==> src/rtl/object_mem_arbiter_if.sv <==
// rtl/object_mem_arbiter_if.sv - requester-side bus of the object BRAM arbiter
// One bit / lane per requester: 0 = physics, 1 = detection writer, 2 = renderer.
interface object_mem_arbiter_if #(
  parameter int OBJ_WIDTH  = 103,
  parameter int ADDR_WIDTH = 10
) ();
  logic [2:0]                 req_in;
  logic [2:0]                 gnt_out;
  logic [2:0]                 yield_out;
  logic [2:0]                 acc_valid_in;
  logic [2:0]                 we_in;
  logic [2:0][ADDR_WIDTH-1:0] addr_in;
  logic [2:0][OBJ_WIDTH-1:0]  data_in;
  logic [2:0]                 rd_valid_out;
  logic [OBJ_WIDTH-1:0]       rd_data_out;

  modport master (
    output req_in, acc_valid_in, we_in, addr_in, data_in,
    input  gnt_out, yield_out, rd_valid_out, rd_data_out
  );

  modport slave (
    input  req_in, acc_valid_in, we_in, addr_in, data_in,
    output gnt_out, yield_out, rd_valid_out, rd_data_out
  );
endinterface

==> src/rtl/object_mem_arbiter.sv <==
// rtl/object_mem_arbiter.sv - round-robin owner arbiter for the single object BRAM port
// Registers the winning owner's command and steers read data back through a tag pipeline.
module object_mem_arbiter #(
  parameter int OBJ_WIDTH    = 103,
  parameter int ADDR_WIDTH   = 10,
  parameter int READ_LATENCY = 2,
  parameter int HOLD_LIMIT   = 256
) (
  input  logic                  sys_clk,
  input  logic                  sys_rst,
  object_mem_arbiter_if.slave   bus,
  output logic                  mem_en_out,
  output logic                  mem_we_out,
  output logic [ADDR_WIDTH-1:0] mem_addr_out,
  output logic [OBJ_WIDTH-1:0]  mem_data_out,
  input  logic [OBJ_WIDTH-1:0]  mem_data_in
);

  localparam int CNT_W = $clog2(HOLD_LIMIT + 1);

  typedef enum logic {S_IDLE, S_GRANT} state_t;

  state_t           state_q, state_d;
  logic [1:0]       owner_q, owner_d;
  logic [1:0]       last_q, last_d;
  logic [CNT_W-1:0] hold_q, hold_d;

  logic [2:0]       gnt;
  logic [2:0]       accept;
  logic [1:0]       acc_idx;
  logic             acc_any;
  logic [2:0]       yield_d, yield_q;

  // Stage 0 travels with the registered command; stage READ_LATENCY meets mem_data_in.
  logic [READ_LATENCY:0] tag_v;
  logic [1:0]            tag_id [READ_LATENCY+1];
  logic [OBJ_WIDTH-1:0]  rd_hold_q;

  function automatic logic [1:0] rr_pick(input logic [2:0] req, input logic [1:0] last);
    logic [1:0] pick;
    pick = 2'd0;
    case (last)
      2'd0:    pick = req[1] ? 2'd1 : (req[2] ? 2'd2 : 2'd0);
      2'd1:    pick = req[2] ? 2'd2 : (req[0] ? 2'd0 : 2'd1);
      default: pick = req[0] ? 2'd0 : (req[1] ? 2'd1 : 2'd2);
    endcase
    return pick;
  endfunction

  always_ff @(posedge sys_clk) begin
    if (sys_rst) begin
      state_q <= S_IDLE;
      owner_q <= 2'd0;
      last_q  <= 2'd2;
      hold_q  <= '0;
    end else begin
      state_q <= state_d;
      owner_q <= owner_d;
      last_q  <= last_d;
      hold_q  <= hold_d;
    end
  end

  always_comb begin
    state_d = state_q;
    owner_d = owner_q;
    last_d  = last_q;
    hold_d  = hold_q;
    case (state_q)
      S_IDLE: begin
        if (|bus.req_in) begin
          state_d = S_GRANT;
          owner_d = rr_pick(bus.req_in, last_q);
          hold_d  = '0;
        end
      end
      default: begin
        if (bus.req_in[owner_q]) begin
          if (hold_q < CNT_W'(HOLD_LIMIT)) hold_d = hold_q + CNT_W'(1);
        end else begin
          // Hand over directly to the next waiter so the port never idles between owners.
          last_d = owner_q;
          hold_d = '0;
          if (|bus.req_in) owner_d = rr_pick(bus.req_in, owner_q);
          else             state_d = S_IDLE;
        end
      end
    endcase
  end

  always_comb begin
    gnt = 3'b000;
    if (state_q == S_GRANT) gnt[owner_q] = 1'b1;
    accept  = bus.acc_valid_in & gnt & bus.req_in;
    acc_any = |accept;
    acc_idx = 2'd0;
    if (accept[1]) acc_idx = 2'd1;
    if (accept[2]) acc_idx = 2'd2;
    yield_d = 3'b000;
    if ((state_q == S_GRANT) && bus.req_in[owner_q] &&
        (hold_q >= CNT_W'(HOLD_LIMIT)) && ((bus.req_in & ~gnt) != 3'b000))
      yield_d = gnt;
  end

  always_ff @(posedge sys_clk) begin
    if (sys_rst) begin
      mem_en_out   <= 1'b0;
      mem_we_out   <= 1'b0;
      mem_addr_out <= '0;
      mem_data_out <= '0;
      yield_q      <= 3'b000;
      rd_hold_q    <= '0;
      for (int i = 0; i <= READ_LATENCY; i++) begin
        tag_v[i]  <= 1'b0;
        tag_id[i] <= 2'd0;
      end
    end else begin
      mem_en_out <= acc_any;
      mem_we_out <= acc_any & bus.we_in[acc_idx];
      if (acc_any) begin
        mem_addr_out <= bus.addr_in[acc_idx];
        mem_data_out <= bus.data_in[acc_idx];
      end
      yield_q   <= yield_d;
      rd_hold_q <= bus.rd_data_out;
      tag_v[0]  <= acc_any & ~bus.we_in[acc_idx];
      tag_id[0] <= acc_idx;
      for (int i = 1; i <= READ_LATENCY; i++) begin
        tag_v[i]  <= tag_v[i-1];
        tag_id[i] <= tag_id[i-1];
      end
    end
  end

  assign bus.gnt_out      = gnt;
  assign bus.yield_out    = yield_q;
  assign bus.rd_valid_out = tag_v[READ_LATENCY] ? (3'b001 << tag_id[READ_LATENCY]) : 3'b000;
  assign bus.rd_data_out  = tag_v[READ_LATENCY] ? mem_data_in : rd_hold_q;

endmodule

==> src/flat_wrapper.sv <==
// flat-port wrapper written by rule: the top's interface ports become plain ports
module object_mem_arbiter_flat 
#(
  parameter int OBJ_WIDTH    = 103,
  parameter int ADDR_WIDTH   = 10,
  parameter int READ_LATENCY = 2,
  parameter int HOLD_LIMIT   = 256
)
  (sys_clk, sys_rst, mem_en_out, mem_we_out, mem_addr_out, mem_data_out, mem_data_in, bus_req_in, bus_acc_valid_in, bus_we_in, bus_addr_in, bus_data_in, bus_gnt_out, bus_yield_out, bus_rd_valid_out, bus_rd_data_out);
  object_mem_arbiter_if #(.OBJ_WIDTH(OBJ_WIDTH), .ADDR_WIDTH(ADDR_WIDTH)) bus_i ();
  input  logic sys_clk;
  input  logic sys_rst;
  output logic mem_en_out;
  output logic mem_we_out;
  output logic [ADDR_WIDTH-1:0] mem_addr_out;
  output logic [OBJ_WIDTH-1:0] mem_data_out;
  input  logic [OBJ_WIDTH-1:0] mem_data_in;
  input wire logic [$bits(bus_i.req_in)-1:0] bus_req_in;
  input wire logic [$bits(bus_i.acc_valid_in)-1:0] bus_acc_valid_in;
  input wire logic [$bits(bus_i.we_in)-1:0] bus_we_in;
  input wire logic [$bits(bus_i.addr_in)-1:0] bus_addr_in;
  input wire logic [$bits(bus_i.data_in)-1:0] bus_data_in;
  output wire logic [$bits(bus_i.gnt_out)-1:0] bus_gnt_out;
  output wire logic [$bits(bus_i.yield_out)-1:0] bus_yield_out;
  output wire logic [$bits(bus_i.rd_valid_out)-1:0] bus_rd_valid_out;
  output wire logic [$bits(bus_i.rd_data_out)-1:0] bus_rd_data_out;
  assign bus_i.req_in = bus_req_in;
  assign bus_i.acc_valid_in = bus_acc_valid_in;
  assign bus_i.we_in = bus_we_in;
  assign bus_i.addr_in = bus_addr_in;
  assign bus_i.data_in = bus_data_in;
  assign bus_gnt_out = bus_i.gnt_out;
  assign bus_yield_out = bus_i.yield_out;
  assign bus_rd_valid_out = bus_i.rd_valid_out;
  assign bus_rd_data_out = bus_i.rd_data_out;
  object_mem_arbiter #(.OBJ_WIDTH(OBJ_WIDTH), .ADDR_WIDTH(ADDR_WIDTH), .READ_LATENCY(READ_LATENCY), .HOLD_LIMIT(HOLD_LIMIT)) u_core (.sys_clk(sys_clk), .sys_rst(sys_rst), .bus(bus_i), .mem_en_out(mem_en_out), .mem_we_out(mem_we_out), .mem_addr_out(mem_addr_out), .mem_data_out(mem_data_out), .mem_data_in(mem_data_in));
endmodule
==> config.mk <==
export PLATFORM = sky130hd
export DESIGN_NAME = object_mem_arbiter_flat
export DESIGN_NICKNAME = d
export VERILOG_FILES = /design/src/rtl/object_mem_arbiter_if.sv /design/src/rtl/object_mem_arbiter.sv /design/src/flat_wrapper.sv
export SDC_FILE = /design/constraint.sdc
export NUM_CORES = 1
export LEC_CHECK = 0
export ABC_AREA = 1
export CORE_AREA = 2 2 264 266
export CTS_CLUSTER_DIAMETER = 150
export CTS_CLUSTER_SIZE = 20
export DETAILED_ROUTE_END_ITERATION = 7
export DIE_AREA = 0 0 266 268
export GPL_ROUTABILITY_DRIVEN = 1
export PLACE_DENSITY = 0.42
export SYNTH_ARGS = -nofsm -noshare
export SYNTH_HDL_FRONTEND = slang
export SYNTH_SLANG_ARGS = --single-unit
==> constraint.sdc <==
create_clock -name sys_clk -period 2.9 [get_ports sys_clk]
set_input_delay 0.58 -clock sys_clk [delete_from_list [all_inputs] [get_ports sys_clk]]
set_output_delay 0.58 -clock sys_clk [all_outputs]
set_load 0.005 [all_outputs]
==> results.toml, run 1 <==
[sta]
timing.final.crit_share = 0.9394
finalCriticalPeriod_ns = 2.724
hold_viol = 0
fin_skew_ns = 0.02074
timing.slew.headroom = 0.5510
finalMaxSlewViolations = 0
clock.fmax_ghz = 0.3671
fin_setup_tns_ns = 0
setup_viol_count_final = 0
rsz0062_at_grt = "false"
tightest_slew_ns = 0.6735

[setup_path]
crit_chain = "inv_2, buf_12, nand2_1, nand2_1, clkdlybuf4s50_1"
reg2reg_depth = 8
cp_slowest_cell = "clkdlybuf4s50_1"
critPathMostFrequentCell = "nand2_1"
cp-end-kind = "primary output"
critPathRequiredTime_ns = 2.32
crit_path_start_kind = "flop"
setup.worst_path.start = "u_core.tag_v[2]"
crit_arrival_ns = 2.14
crit_path_max_incr_delay_ns = 0.55
worst-path-max-fanout = 53
reg2reg_from = "u_core.state_q"
critical_path_class = "flop to primary output"

[placement]
gp_congestion = 0.9000
numPortBuffers = 679
detailed_place_hpwl_mm = 48.22

[global_routing]
grt_max_degree = 115
grt_overflow = 0
grt.total_usage = 0.1631
grt_pass1_wl_mm = 87.35
antenna_found_initial = 11
grt_pass1_vias = 13742

[layout]
multi_input_area_um2 = 5715
nNetsFinal = 2928
n_fill_cell = 7460
regArea_um2 = 4888
drive_gt1_frac = 0.03111
syn_to_final_growth_pct = 72.59

[power]
combPwrFrac = 0.217
netSwitchingFraction = 0.2724
power_frac_seq = 0.470
p_leak_nw = 8.347
power_density_nw_per_um2 = 381.7
p_sw_w = 0.002061
ir_worst_vdd_mv = 0.2801
intPower_w = 0.005505
finalPower_w = 0.007566
p_clk_frac = 0.313

[drt]
routed_wl_mm = 60.69
postRouteAntennaNets = 0
drt_iter0_drc = 570
firstDrtPassIters = 5
vias = 13579
wl_per_cell_um = 18.06
drc = 0
viasPerCell = 4.040

[cts]
clk_pin_slew_ns = 0.10
clkLatencyLatePin_ns = 0.52
clock-root-buffer = "clkbuf_16"
cts_setup_buffers = 0
clk_path_buf_depth = 3
ctsResizeCount = 0
cts_tree = "yes"
cts_buffers = 16
cts_hold_buffers = 0
cts_max_level = 1
cts_sinks = 244

[synthesis]
synthSimpleGateAreaFrac = 0.3817
synthCells = 1846
synth_fa_ha_area_frac = 0.001089
syn_area_per_cell_um2 = 6.222
synth_area_leaders = "dfxtp_1 43%, nand2_1 26%, nor2_1 7.6%"
synth_top_family_by_area = "simple AND/OR/NAND/NOR gates"
synth_nets = 2300
synth_cell_type_count = 26
synth-seq-cells = 244
synth-compound-area-share = 0.1148
netlist_area_um2 = 11490
synth_top_area_share = 0.4253
synth_xor_area_frac = 0
muxShareOfSynthArea = 0
ys_warn_count = 0
yosysSeqAreaShare = 0.4253
synth_largest_area_cell = "dfxtp_1"

[worst_hold_path]
min-delay-start = "u_core.tag_id[0][1]"
hold_path_depth = 2
min_path_type = "flop to flop"

[flow_run]
max_cap_violations = 0

[floorplanning]
initial_core_util = 0.1684
num_rows = 96
dieArea_um2 = 71290
ioPinCount = 680
coreArea_um2 = 68230
fp.dieH_um = 268
die_w_um = 266

[outcome]
status = "finished clean"
[placed cells by master (no fill, tap or decap), drive strengths merged]
| cell type | Yosys | final |
|---|---|---|
| o21a | 1 | 1 |
| nand4 | 4 | 4 |
| ha | 1 | 1 |
| a21oi | 127 | 127 |
| diode | 0 | 4 |
| clkbuf | 54 | 18 |
| o211ai | 2 | 2 |
| nand3b | 1 | 1 |
| nand2 | 802 | 802 |
| o21ai | 132 | 132 |
| dfxtp | 244 | 244 |
| nor2 | 236 | 236 |
| nand3 | 77 | 77 |
| nor3 | 2 | 2 |
| buf | 55 | 41 |
| inv | 105 | 108 |
| clkdlybuf4s50 | 0 | 678 |
| nor3b | 1 | 1 |
[metrics by stage]
step           setup WS (ns)  area (um^2)  utilization  hold WS, ns  std cells
6_report              0.1757        19820       0.2906       0.4040       3361
5_1_grt             0.004141        19820       0.2905       0.4308       3358
4_1_cts              0.01437        19810       0.2904       0.4059       3357
3_5_place_dp          0.2472        19370       0.2839       0.3928       3338
3_3_place_gp          0.2320        19370       0.2839       0.3925       3338
2_1_floorplan          1.098        11490            -       0.3883       1846
[power groups by stage]
stage	logic [W]	clock network [W]	registers [W]
2_1_floorplan	0.000491	0	0.00363
3_3_place_gp	0.00167	0	0.00363
3_5_place_dp	0.00167	0	0.00364
4_1_cts	0.00168	0.00256	0.00356
5_1_grt	0.00179	0.00266	0.00357
6_report	0.00164	0.00237	0.00356
[synthesized netlist by cell type (all sizes together)]
| cell | instances |
|---|---|
| nand2 | 802 |
| dfxtp | 244 |
| nand3 | 77 |
| o21ai | 132 |
| a21oi | 127 |
| ha | 1 |
| buf | 55 |
| nor2 | 236 |
| clkinv | 2 |
| clkbuf | 54 |
| nand4 | 4 |
| o21a | 1 |
| nand3b | 1 |
| nor3 | 2 |
| inv | 105 |
| o211ai | 2 |
| nor3b | 1 |
[cell type report]
cell class	count	area share
Timing Repair Buffer	719	0.3661
Multi-Input combinational cell	1386	0.2883
Sequential cell	244	0.2466
Tap cell	882	0.05567
Clock buffer	18	0.02165
Inverter	107	0.02039
Clock inverter	1	0.0008205
Antenna cell	4	0.0005049
[sequential cells by signal, summed over array words and instances (netlist names)]
register	count
u_core.hold_q	9
u_core.state_q	1
u_core.tag_id	6
u_core.tag_v	3
u_core.mem_data_out	103
u_core.last_q	2
u_core.mem_addr_out	10
u_core.owner_q	2
u_core.mem_we_out	1
u_core.mem_en_out	1
u_core.bus.yield_out	3
u_core.rd_hold_q	103
[logic make-up (layout without fill, tap and decap cells)]
kind of cell             after synthesis  after routing
AND/OR/NAND/NOR                     1123           1123
AO/OA/AOI/OAI                        262            262
flip-flops                           244            244
buffers and inverters                216            845
adder cells (fa/ha/maj)                1              1
other                                  0              4
[critical path: cells and delay by family, from the launching register on]
kind                   cells  cell delay [ns]
buffers and inverters      3             0.99
DFF                        1             0.38
and+or+nand+nor            2             0.21
[worst paths after layout]
| path | to | slack, ns |
|---|---|---|
| setup / recovery | bus_rd_data_out[78] | 0.18 |
| hold / removal | u_core.tag_id[0][3] | 0.40 |
| setup reg to reg | u_core.mem_data_out[50] | 0.75 |
| hold reg to reg | u_core.tag_id[0][3] | 0.40 |
[per-layer routing]
layer  GRT usage  vias up  wire length [um]
met5           0        -                97
met1      0.1748     5998             22980
met3     0.05397       82              5455
met2      0.2972      517             29790
li1            -     6968                 -
met4     0.06028       14              2371
Power figures use the tool's default switching activity.
==> inputs of run 2 (changes only) <==
Settings changed: CORE_AREA 2 2 264 266 to 5 5 260 262, DIE_AREA 0 0 266 268 to 0 0 265 267, PLACE_DENSITY 0.42 to 0.44.
Clock period 2.9 ns to 3.43 ns, I/O delays scaled along.
==> run 2 against run 1 <==
  * Routed wire length increased by 0.95%
  * Setup slack improved by 0.038 ns
  * Clock power decreased by 13%
  * Final cell count decreased by 1.0%
  * Clock skew increased by 0.0035 ns
  * Die area decreased by 0.75%
  * Power decreased by 15%
  * Largest power group unchanged
  * Clock-buffer cell count unchanged
  * Flip-flop and latch count unchanged
  * Sequential power decreased by 15%
==> results.toml, run 2 (synthesis results as in run 1) <==
[outcome]
status = "finished clean"

[setup_path]
critPathTopFamily = "buffers and inverters"
cp-end-kind = "primary output"
r2r_slack_ns = 1.12
crit_path_start_kind = "flop"
crit_path_max_incr_delay_ns = 0.53
critPathMostFrequentCell = "nand2_1"
crit_arrival_ns = 2.53
critPathRequiredTime_ns = 2.74
cp_slowest_cell = "clkdlybuf4s50_1"
critical_path_class = "flop to primary output"
crit_buf_inv = 3
worst-path-max-fanout = 26
crit_chain = "inv_2, buf_4, nand2_1, nand2_1, clkdlybuf4s50_1"

[sta]
timing.final.crit_share = 0.9376
tightest_slew_ns = 1.011
finalCriticalPeriod_ns = 3.216
fin_skew_ns = 0.02426
fin_setup_tns_ns = 0
clock.fmax_ghz = 0.3110
timing.slew.headroom = 0.3260
hold_viol = 0
rsz0062_at_grt = "false"
finalMaxSlewViolations = 0
setup_viol_count_final = 0
hold_ws_ns = 0.4033

[drt]
vias = 13543
firstDrtPassIters = 5
viasPerCell = 4.072
postRouteAntennaNets = 0
wl_per_cell_um = 18.42
drt_iter0_drc = 691
routed_wl_mm = 61.27
drc = 0

[layout]
n_fill_cell = 7157
final_common_cell = "nand2_1"
nNetsFinal = 2911
top_regs = "u_core.mem_data_out (103), u_core.rd_hold_q (103), u_core.mem_addr_out (10)"
syn_to_final_growth_pct = 70.86
drive_gt1_frac = 0.02520
final_util = 0.3012
final_cell_mix = "799 x nand2_1, 678 x clkdlybuf4s50_1, 243 x dfxtp_1"

[power]
intPower_w = 0.004705
combPwrFrac = 0.212
ir_worst_vdd_mv = 0.2593
netSwitchingFraction = 0.2683
p_clk_frac = 0.321
p_sw_w = 0.001725
p_leak_nw = 8.244
power_frac_seq = 0.467
power_density_nw_per_um2 = 327.7

[cts]
cts_tree = "yes"
clk_pin_slew_ns = 0.09
cts_sinks = 244
cts_hold_buffers = 0
cts_buffers = 16
cts_max_level = 1
clk_path_buf_depth = 3
ctsResizeCount = 0
cts_setup_buffers = 0
clkLatencyLatePin_ns = 0.52
clock-root-buffer = "clkbuf_16"

[global_routing]
antenna_found_initial = 11
grt_pass1_vias = 13369
grt_max_degree = 105
grt_pass1_wl_mm = 86.67
grt_overflow = 0
grt.total_usage = 0.1602

[floorplanning]
num_rows = 94
initial_core_util = 0.1763
coreArea_um2 = 65160
ioPinCount = 680
die_w_um = 265
fp.dieH_um = 267
dieArea_um2 = 70760

[placement]
detailed_place_hpwl_mm = 48.94
gp_congestion = 0.8842
numPortBuffers = 679

[worst_hold_path]
min_path_type = "flop to flop"

[flow_run]
max_cap_violations = 0
-- run 2: layout make-up --
cell class              instances  area, um^2  share of cell area
repair buffers                702        7054              0.3595
multi-input cells            1386        5715              0.2912
flip-flops and latches        244        4888              0.2491
well taps                     864        1081             0.05508
clock buffers                  18       429.2             0.02187
inverters                     107       404.1             0.02059
clock inverters                 3       47.55            0.002423
diodes                          2       5.005           0.0002550
-- run 2: power groups by stage --
| stage | logic [W] | registers, W | clock network (W) |
|---|---|---|---|
| after global routing | 0.00148 | 0.00302 | 0.00230 |
| after CTS | 0.00139 | 0.00301 | 0.00220 |
| after detailed placement | 0.00139 | 0.00307 | 0 |
| after floorplan | 0.000416 | 0.00307 | 0 |
| after global placement | 0.00139 | 0.00307 | 0 |
| final | 0.00136 | 0.00301 | 0.00207 |
-- run 2: final timing paths --
| kind | depth (start not counted) | end | startpoint |
|---|---|---|---|
| max | 5 | bus_rd_data_out[22] | u_core.tag_v[2] |
| min | 2 | u_core.tag_v[2] | u_core.tag_v[1] |
| max reg2reg | 9 | u_core.mem_data_out[85] | u_core.owner_q[0] |
| min reg2reg | 2 | u_core.tag_v[2] | u_core.tag_v[1] |
-- run 2: worst min-delay path, stage by stage, from the launching register on --
cell     delay (ns)
dfxtp_1        0.30
inv_1          0.04
nor2_1         0.04
-- run 2: routing by layer --
metal	share of wire	GRT usage
met5	0.0013	0
met4	0.033	0.04839
met3	0.091	0.05365
met2	0.49	0.2910
met1	0.38	0.1775
-- run 2: through the flow --
stage               area [um^2]  instances  worst slack (ns)  power, W
finish                    19630       3326            0.2142  0.006431
global route              19620       3324          0.002475  0.006798
CTS                       19620       3324            0.1145  0.006605
detailed placement        19140       3303            0.4446  0.004459
global placement          19140       3303            0.4591  0.004458
floorplan                 11490       1846             1.522  0.003482
